[src/rtl/clk_freq_divider_pkg.sv]
// -----------------------------------------------------------------------------
// clk_freq_divider_pkg
// Shared constants and helpers for the clock frequency divider.
//   DEFAULT_HALF_50 / _10 / _1 : input edges per half-period of each output
//                                (100 MHz in -> 50 MHz, 10 MHz, 1 MHz).
//   cnt_width(half)            : bits needed for a counter running 0..half-1,
//                                never less than one bit.
// -----------------------------------------------------------------------------
package clk_freq_divider_pkg;

    localparam int DEFAULT_HALF_50 = 1;
    localparam int DEFAULT_HALF_10 = 5;
    localparam int DEFAULT_HALF_1  = 50;

    // $clog2(1) is 0, which would give a zero-width counter; clamp to 1 bit.
    function automatic int cnt_width(input int half);
        return (half < 2) ? 1 : $clog2(half);
    endfunction

endpackage

[src/rtl/clk_freq_divider_toggle_div.sv]
// -----------------------------------------------------------------------------
// clk_toggle_div
// Divides clk by 2*HALF, producing a registered 50 % duty square wave.
// The output toggles on every HALF-th rising edge after reset release.
// Ports:
//   clk     : input clock, rising edge
//   rst_n   : synchronous active-low reset (counter and output to 0)
//   clk_out : registered divided output
// -----------------------------------------------------------------------------
module clk_toggle_div
    import clk_freq_divider_pkg::*;
#(
    parameter int HALF = 1
) (
    input  logic clk,
    input  logic rst_n,
    output logic clk_out
);

    localparam int             W       = cnt_width(HALF);
    localparam logic [W-1:0]   CNT_MAX = W'(HALF - 1);

    logic [W-1:0] cnt_q;
    logic [W-1:0] cnt_d;
    logic         out_q;
    logic         out_d;

    // Terminal count wraps the counter and flips the output in the same edge,
    // so the period is exactly 2*HALF input cycles with no drift.
    always_comb begin
        cnt_d = cnt_q + W'(1);
        out_d = out_q;
        if (cnt_q == CNT_MAX) begin
            cnt_d = '0;
            out_d = ~out_q;
        end
    end

    always_ff @(posedge clk) begin
        if (!rst_n) begin
            cnt_q <= '0;
            out_q <= 1'b0;
        end else begin
            cnt_q <= cnt_d;
            out_q <= out_d;
        end
    end

    assign clk_out = out_q;

endmodule

[src/rtl/clk_freq_divider.sv]
// -----------------------------------------------------------------------------
// clk_freq_divider
// Derives three divided square waves from CLK_in for low-rate timing and
// strobe generation. Not meant to drive clock trees.
// Ports:
//   CLK_in : input clock (100 MHz nominal), rising edge
//   RST    : synchronous active-low reset
//   CLK_50 : CLK_in / (2*HALF_50)  (default /2)
//   CLK_10 : CLK_in / (2*HALF_10)  (default /10)
//   CLK_1  : CLK_in / (2*HALF_1)   (default /100)
// The three dividers are independent; sharing the reset keeps them in phase.
// -----------------------------------------------------------------------------
module clk_freq_divider
    import clk_freq_divider_pkg::*;
#(
    parameter int HALF_50 = DEFAULT_HALF_50,
    parameter int HALF_10 = DEFAULT_HALF_10,
    parameter int HALF_1  = DEFAULT_HALF_1
) (
    input  logic CLK_in,
    input  logic RST,
    output logic CLK_50,
    output logic CLK_10,
    output logic CLK_1
);

    clk_toggle_div #(.HALF(HALF_50)) u_div_50 (
        .clk     (CLK_in),
        .rst_n   (RST),
        .clk_out (CLK_50)
    );

    clk_toggle_div #(.HALF(HALF_10)) u_div_10 (
        .clk     (CLK_in),
        .rst_n   (RST),
        .clk_out (CLK_10)
    );

    clk_toggle_div #(.HALF(HALF_1)) u_div_1 (
        .clk     (CLK_in),
        .rst_n   (RST),
        .clk_out (CLK_1)
    );

endmodule

[config.mk]
export PLATFORM = sky130hd
export DESIGN_NAME = clk_freq_divider
export DESIGN_NICKNAME = d
export VERILOG_FILES = /design/src/rtl/clk_freq_divider_pkg.sv /design/src/rtl/clk_freq_divider_toggle_div.sv /design/src/rtl/clk_freq_divider.sv
export SDC_FILE = /design/constraint.sdc
export NUM_CORES = 1
export LEC_CHECK = 0
export ABC_AREA = 1
export BUFFER_PORTS_ARGS = -buffer_cell sky130_fd_sc_hd__clkbuf_2
export CORE_AREA = 2 2 39 41
export CTS_BUF_LIST = sky130_fd_sc_hd__clkbuf_4 sky130_fd_sc_hd__clkbuf_8
export CTS_CLUSTER_SIZE = 12
export DETAILED_ROUTE_END_ITERATION = 10
export DIE_AREA = 0 0 41 43
export PLACE_DENSITY = 0.58
export SLEW_MARGIN = 20
export SYNTH_ARGS = -nofsm -noshare
export SYNTH_HDL_FRONTEND = slang
export SYNTH_HIERARCHICAL = 1
export SYNTH_SLANG_ARGS = --single-unit
[constraint.sdc]
create_clock -name CLK_in -period 1.2 [get_ports CLK_in]
set_input_delay 0.18 -clock CLK_in [delete_from_list [all_inputs] [get_ports CLK_in]]
set_output_delay 0.18 -clock CLK_in [all_outputs]
set_load 0.01 [all_outputs]
Word level (Yosys, flattened, before mapping) --
Cells that the tools add are included.
Cells by class: reduce and logical (&&, ||, !) cells 3, equal/unequal tests 2, add/subtract/negate cells 3, bitwise operators 4
Operators with widths (count):
- $add 6x1->6 const B | 1
- $eq 6x6->1 const B | 1
- $not 1->1 | 4
- $reduce_or 2->1 | 2
- $add 3x1->3 const B | 1
- $eq 3x3->1 const B | 1
- $reduce_and 2->1 | 1
- $add 1x1->1 const B | 1
Word-level totals: register bits 13, logic and storage cells 18, input port bits 2, output and inout bits 3

Logic depth before layout (Yosys ltp) --
depth after elaboration 2, mapped depth 7, depth with buffers taken out 7

Cells and area by module --
The synthesis kept the hierarchy.
Modules (own cells, without submodules):
- clk_toggle_div (u_div_1) | seq. area each 140.1 um2, area an instance 339.1 um2, instances 1, cells each 39
- clk_toggle_div (u_div_10) | seq. area each 80.1 um2, area an instance 176.4 um2, instances 1, cells each 23
- clk_toggle_div (u_div_50) | seq. area each 40.0 um2, area an instance 62.6 um2, instances 1, cells each 8

Worst setup path after synthesis --
Ideal clock, no wire load.
path type register -> register, start point register u_div_1.cnt_q[0], end point register u_div_1.cnt_q[4], setup time 0.121 ns, path buffers 0, cell stages (with the launch flop) 5, slack 0.200 ns, data required time 1.079 ns, arrival 0.879 ns, period minus slack after synthesis 1.000 ns, cells stage by stage dfxtp_1 -> ha_1 -> nand3_2 -> o21ai_4 -> nor2_1
Between the ends: word-level cells in the longest chain between the ends 2, elaborated cells on any way between the ends 3, those cells by class add/sub (1); eq/ne (1); reduce/logical (1)
Ends and longest elaborated chain:
- from (decl) | line clk_freq_divider_toggle_div.sv:23 | logic [W-1:0] cnt_q;
- from (signal assigned) | line clk_freq_divider_toggle_div.sv:44 | cnt_q <= cnt_d;
- branches (longest 2 deep; another with $add 6x1->6)
Parallel ways; which one is timed is not known. A chain may end at the register's enable or synchronous reset.

Worst setup path in the final report --
start point register u_div_1.cnt_q[1], end point register u_div_1.cnt_q[4]
Same word-level chain as after synthesis.

==> flow_summary.toml <==
[drt]
wirelength_um = 766
postRouteAntennaNets = 0
drt-wirelength-per-cell_um = 8.15
detailroute.via_count = 398
drc = 0
firstDrtPassIters = 2
drt_iter0_drc = 7
routed_via_density = 4.23

[critical_path]
timing.critical_path.fanout_max = 6
worstPathArrival_ps = 1230
start_kind = "flip-flop"
rr_startpoint = "u_div_1/cnt_q[1]"
setup.worst_path.class = "flip-flop to flip-flop"
timing.critical_path.to_type = "flip-flop"
worst-r2r-cell-count = 5
reg2reg_setup_slack_ps = 120
worst_r2r_endpoint = "u_div_1/cnt_q[4]"
worstPathRequired_ps = 1360

[cells_and_area]
stdcell_area_um2 = 651
sequential_cell_area_um2 = 263
multiInputGateArea_um2 = 277
antenna_cells_inserted = 0
final_net_count = 85
drive_gt1_frac = 0.295
fin_cells = 94
nFillCells = 140
areaGrowthSynthToFinish_pct = 12.6

[logic_synthesis]
ys_async_sr_fraction = 0
yosysTopAreaCell = "sky130_fd_sc_hd__dfxtp_1"
largest_cells_by_area_after_synthesis = "sky130_fd_sc_hd__dfxtp_1, sky130_fd_sc_hd__ha_1, sky130_fd_sc_hd__nand2_1, sky130_fd_sc_hd__nor2_1, sky130_fd_sc_hd__inv_1"
commonest_cells_in_the_synthesized_netlist = "sky130_fd_sc_hd__dfxtp_1, sky130_fd_sc_hd__nand2_1, sky130_fd_sc_hd__nor2_1"
portion_of_the_post_synthesis_area_used_by_sequential_elements = 0.450
mappedNetlistArea_um2 = 578
synth.net_count = 76
synth_top_area_frac = 0.450
syn-mean-instance-area_um2 = 8.26
ys.warnings.count = 6
ys_ff_latch = 13
synthesis.instances = 70
synth_cell_type_count = 17
synth-edff-count = 0
synth_flop_cell = "sky130_fd_sc_hd__dfxtp_1"

[power]
internal_power_mw = 0.643
combPwrFrac = 0.098
power.density_mw_per_mm2 = 1300
power_leakage_nw = 0.282
power.switching_fraction = 0.239
vdd_ir_drop_max_mv = 0.561
power.net_switching_mw = 0.202
seq_power_share = 0.566
power.clock.fraction = 0.336

[grt]
antenna_found_initial = 0
grt_pass1_vias = 353
maximum_number_of_pins_on_one_net_before_global_route_repair = 8
overflow = 0
first_pass_grt_wire_length_um = 1350
grt.total_usage = 0.119

[die]
placementRows = 14
coreArea_mm2 = 0.00138
floorplan.initialDensity = 0.418
number_of_top_level_pins = 5
die_width_um = 41
die_area_mm2 = 0.00176
die_h_um = 43

[clock_network]
clock-root-buffer = "sky130_fd_sc_hd__clkbuf_4"
tritoncts = "yes"
cts-root-to-sink-buffers = 2
cts-htree-levels = 1
clk-insertion-delay-late_ps = 270
cts_made_buffers = 3
cts_setup_buffers = 0
clkTransAtPathRegs_ps = 80
post_cts_hold_buffer_count = 0
clkSinkCount = 13

[outcome]
outcome = "finished, final reports clean"

[place]
gp_congestion = 0.700
dpl_cell_area_um2 = 618
placedCellCount = 90
portBuffers = 4
dp_hpwl_um = 590

[worst_hold_path]
worst_hold_path.num_cells = 3
min-delay-path-class = "input pin to flip-flop"
holdPathEnd = "u_div_50/clk_out"
hp_start = "RST"

[timing]
report.final.slew_viol_count = 0
setup_viol_count_final = 0
max_freq_ghz = 0.928
finalHoldViolCount = 0
layout_worst_path_cycle_share = 0.898
final_setup_tns_ps = 0
finClkSkew_ps = 1.57
period_minus_slack_ps = 1080
rsz0062_at_grt = "no"

[flow_run]
maxCapViolations = 0
[worst max-delay path, stage by stage, from the launching register on]
cell and delay [ps]:
sky130_fd_sc_hd__dfxtp_2 340, sky130_fd_sc_hd__inv_1 50, sky130_fd_sc_hd__ha_1 140, sky130_fd_sc_hd__nand3_2 100, sky130_fd_sc_hd__o21ai_4 260, sky130_fd_sc_hd__nor2_1 80
[cell families (layout without fill, tap and decap cells)]
logic type | Yosys count | in the layout | share of synthesized area
xor+xnor | 2 | 2 | 0.0303
simple gates | 34 | 34 | 0.275
buf+inv | 11 | 19 | 0.0714
flops | 13 | 13 | 0.450
other cells | 1 | 1 | 0.00649
fa+ha+maj | 4 | 4 | 0.0866
compound gates | 5 | 5 | 0.0801
[power groups by stage]
| stage | combinational, mW | clock [mW] | sequential [mW] |
|---|---|---|---|
| floorplan | 0.0633 | 0 | 0.486 |
| global placement | 0.0833 | 0 | 0.486 |
| detailed placement | 0.0842 | 0 | 0.488 |
| CTS | 0.0847 | 0.302 | 0.477 |
| global route | 0.0990 | 0.320 | 0.484 |
| finish | 0.0824 | 0.284 | 0.478 |
[layer usage]
metal / part of all wire / up-vias / routed length [um] / track usage
li1: - / 227 / - / -
met1: 0.50 / 169 / 385 / 0.134
met2: 0.48 / 2 / 364 / 0.175
met3: 0.021 / 0 / 16 / 0.0471
met4: 0 / 0 / 0 / 0.0800
met5: 0 / - / 0 / 0
[cells in the final DEF (no fill, tap or decap), drive strengths merged]
cell,instances
nand2,15
nor2,14
dfxtp,13
inv,11
clkbuf,8
nand3,5
ha,4
a21oi,3
o21ai,1
xnor2,1
o21bai,1
xor2,1
conb,1
[sequential cells by signal, summed over array words and instances, names as in the netlist]
register and count:
u_div_50/cnt_q 1, u_div_1/clk_out 1, u_div_10/cnt_q 3, u_div_1/cnt_q 6, u_div_50/clk_out 1, u_div_10/clk_out 1
[what timing repair did]
| item | in CTS | in global routing |
|---|---|---|
| endpoints found under the setup margin | 0 | 1 |
| gates resized for setup | 0 | 2 |
| hold endpoints to repair | 0 | 0 |
[worst max path at each step]
stage	start	to	slack, ps	depth (start not counted)
detailed placement	u_div_1/cnt_q[0]	u_div_1/cnt_q[4]	100	4
global placement	u_div_1/cnt_q[0]	u_div_1/cnt_q[4]	130	4
finish	u_div_1/cnt_q[1]	u_div_1/cnt_q[4]	120	5
global route	u_div_1/cnt_q[1]	u_div_1/cnt_q[4]	0.3	5
floorplan	u_div_1/cnt_q[0]	u_div_1/cnt_q[4]	200	4
CTS	u_div_1/cnt_q[0]	u_div_1/cnt_q[4]	90	4
[metrics by stage]
stage	power [mW]	util	setup WS, ps	hold slack (ps)
global route	0.903	0.470	0.255	208
floorplan	0.549	-	200	300
global placement	0.569	0.447	134	437
detailed placement	0.572	0.447	100	445
finish	0.845	0.470	123	210
CTS	0.864	0.468	93.7	198
[cell type report]
class,instances,area share
Multi-Input combinational cell,46,0.425
Inverter,11,0.0635
Clock buffer,4,0.0462
Timing Repair Buffer,4,0.0308
Tap cell,16,0.0308
Sequential cell,13,0.404
(Power assumes the default switching activity.)
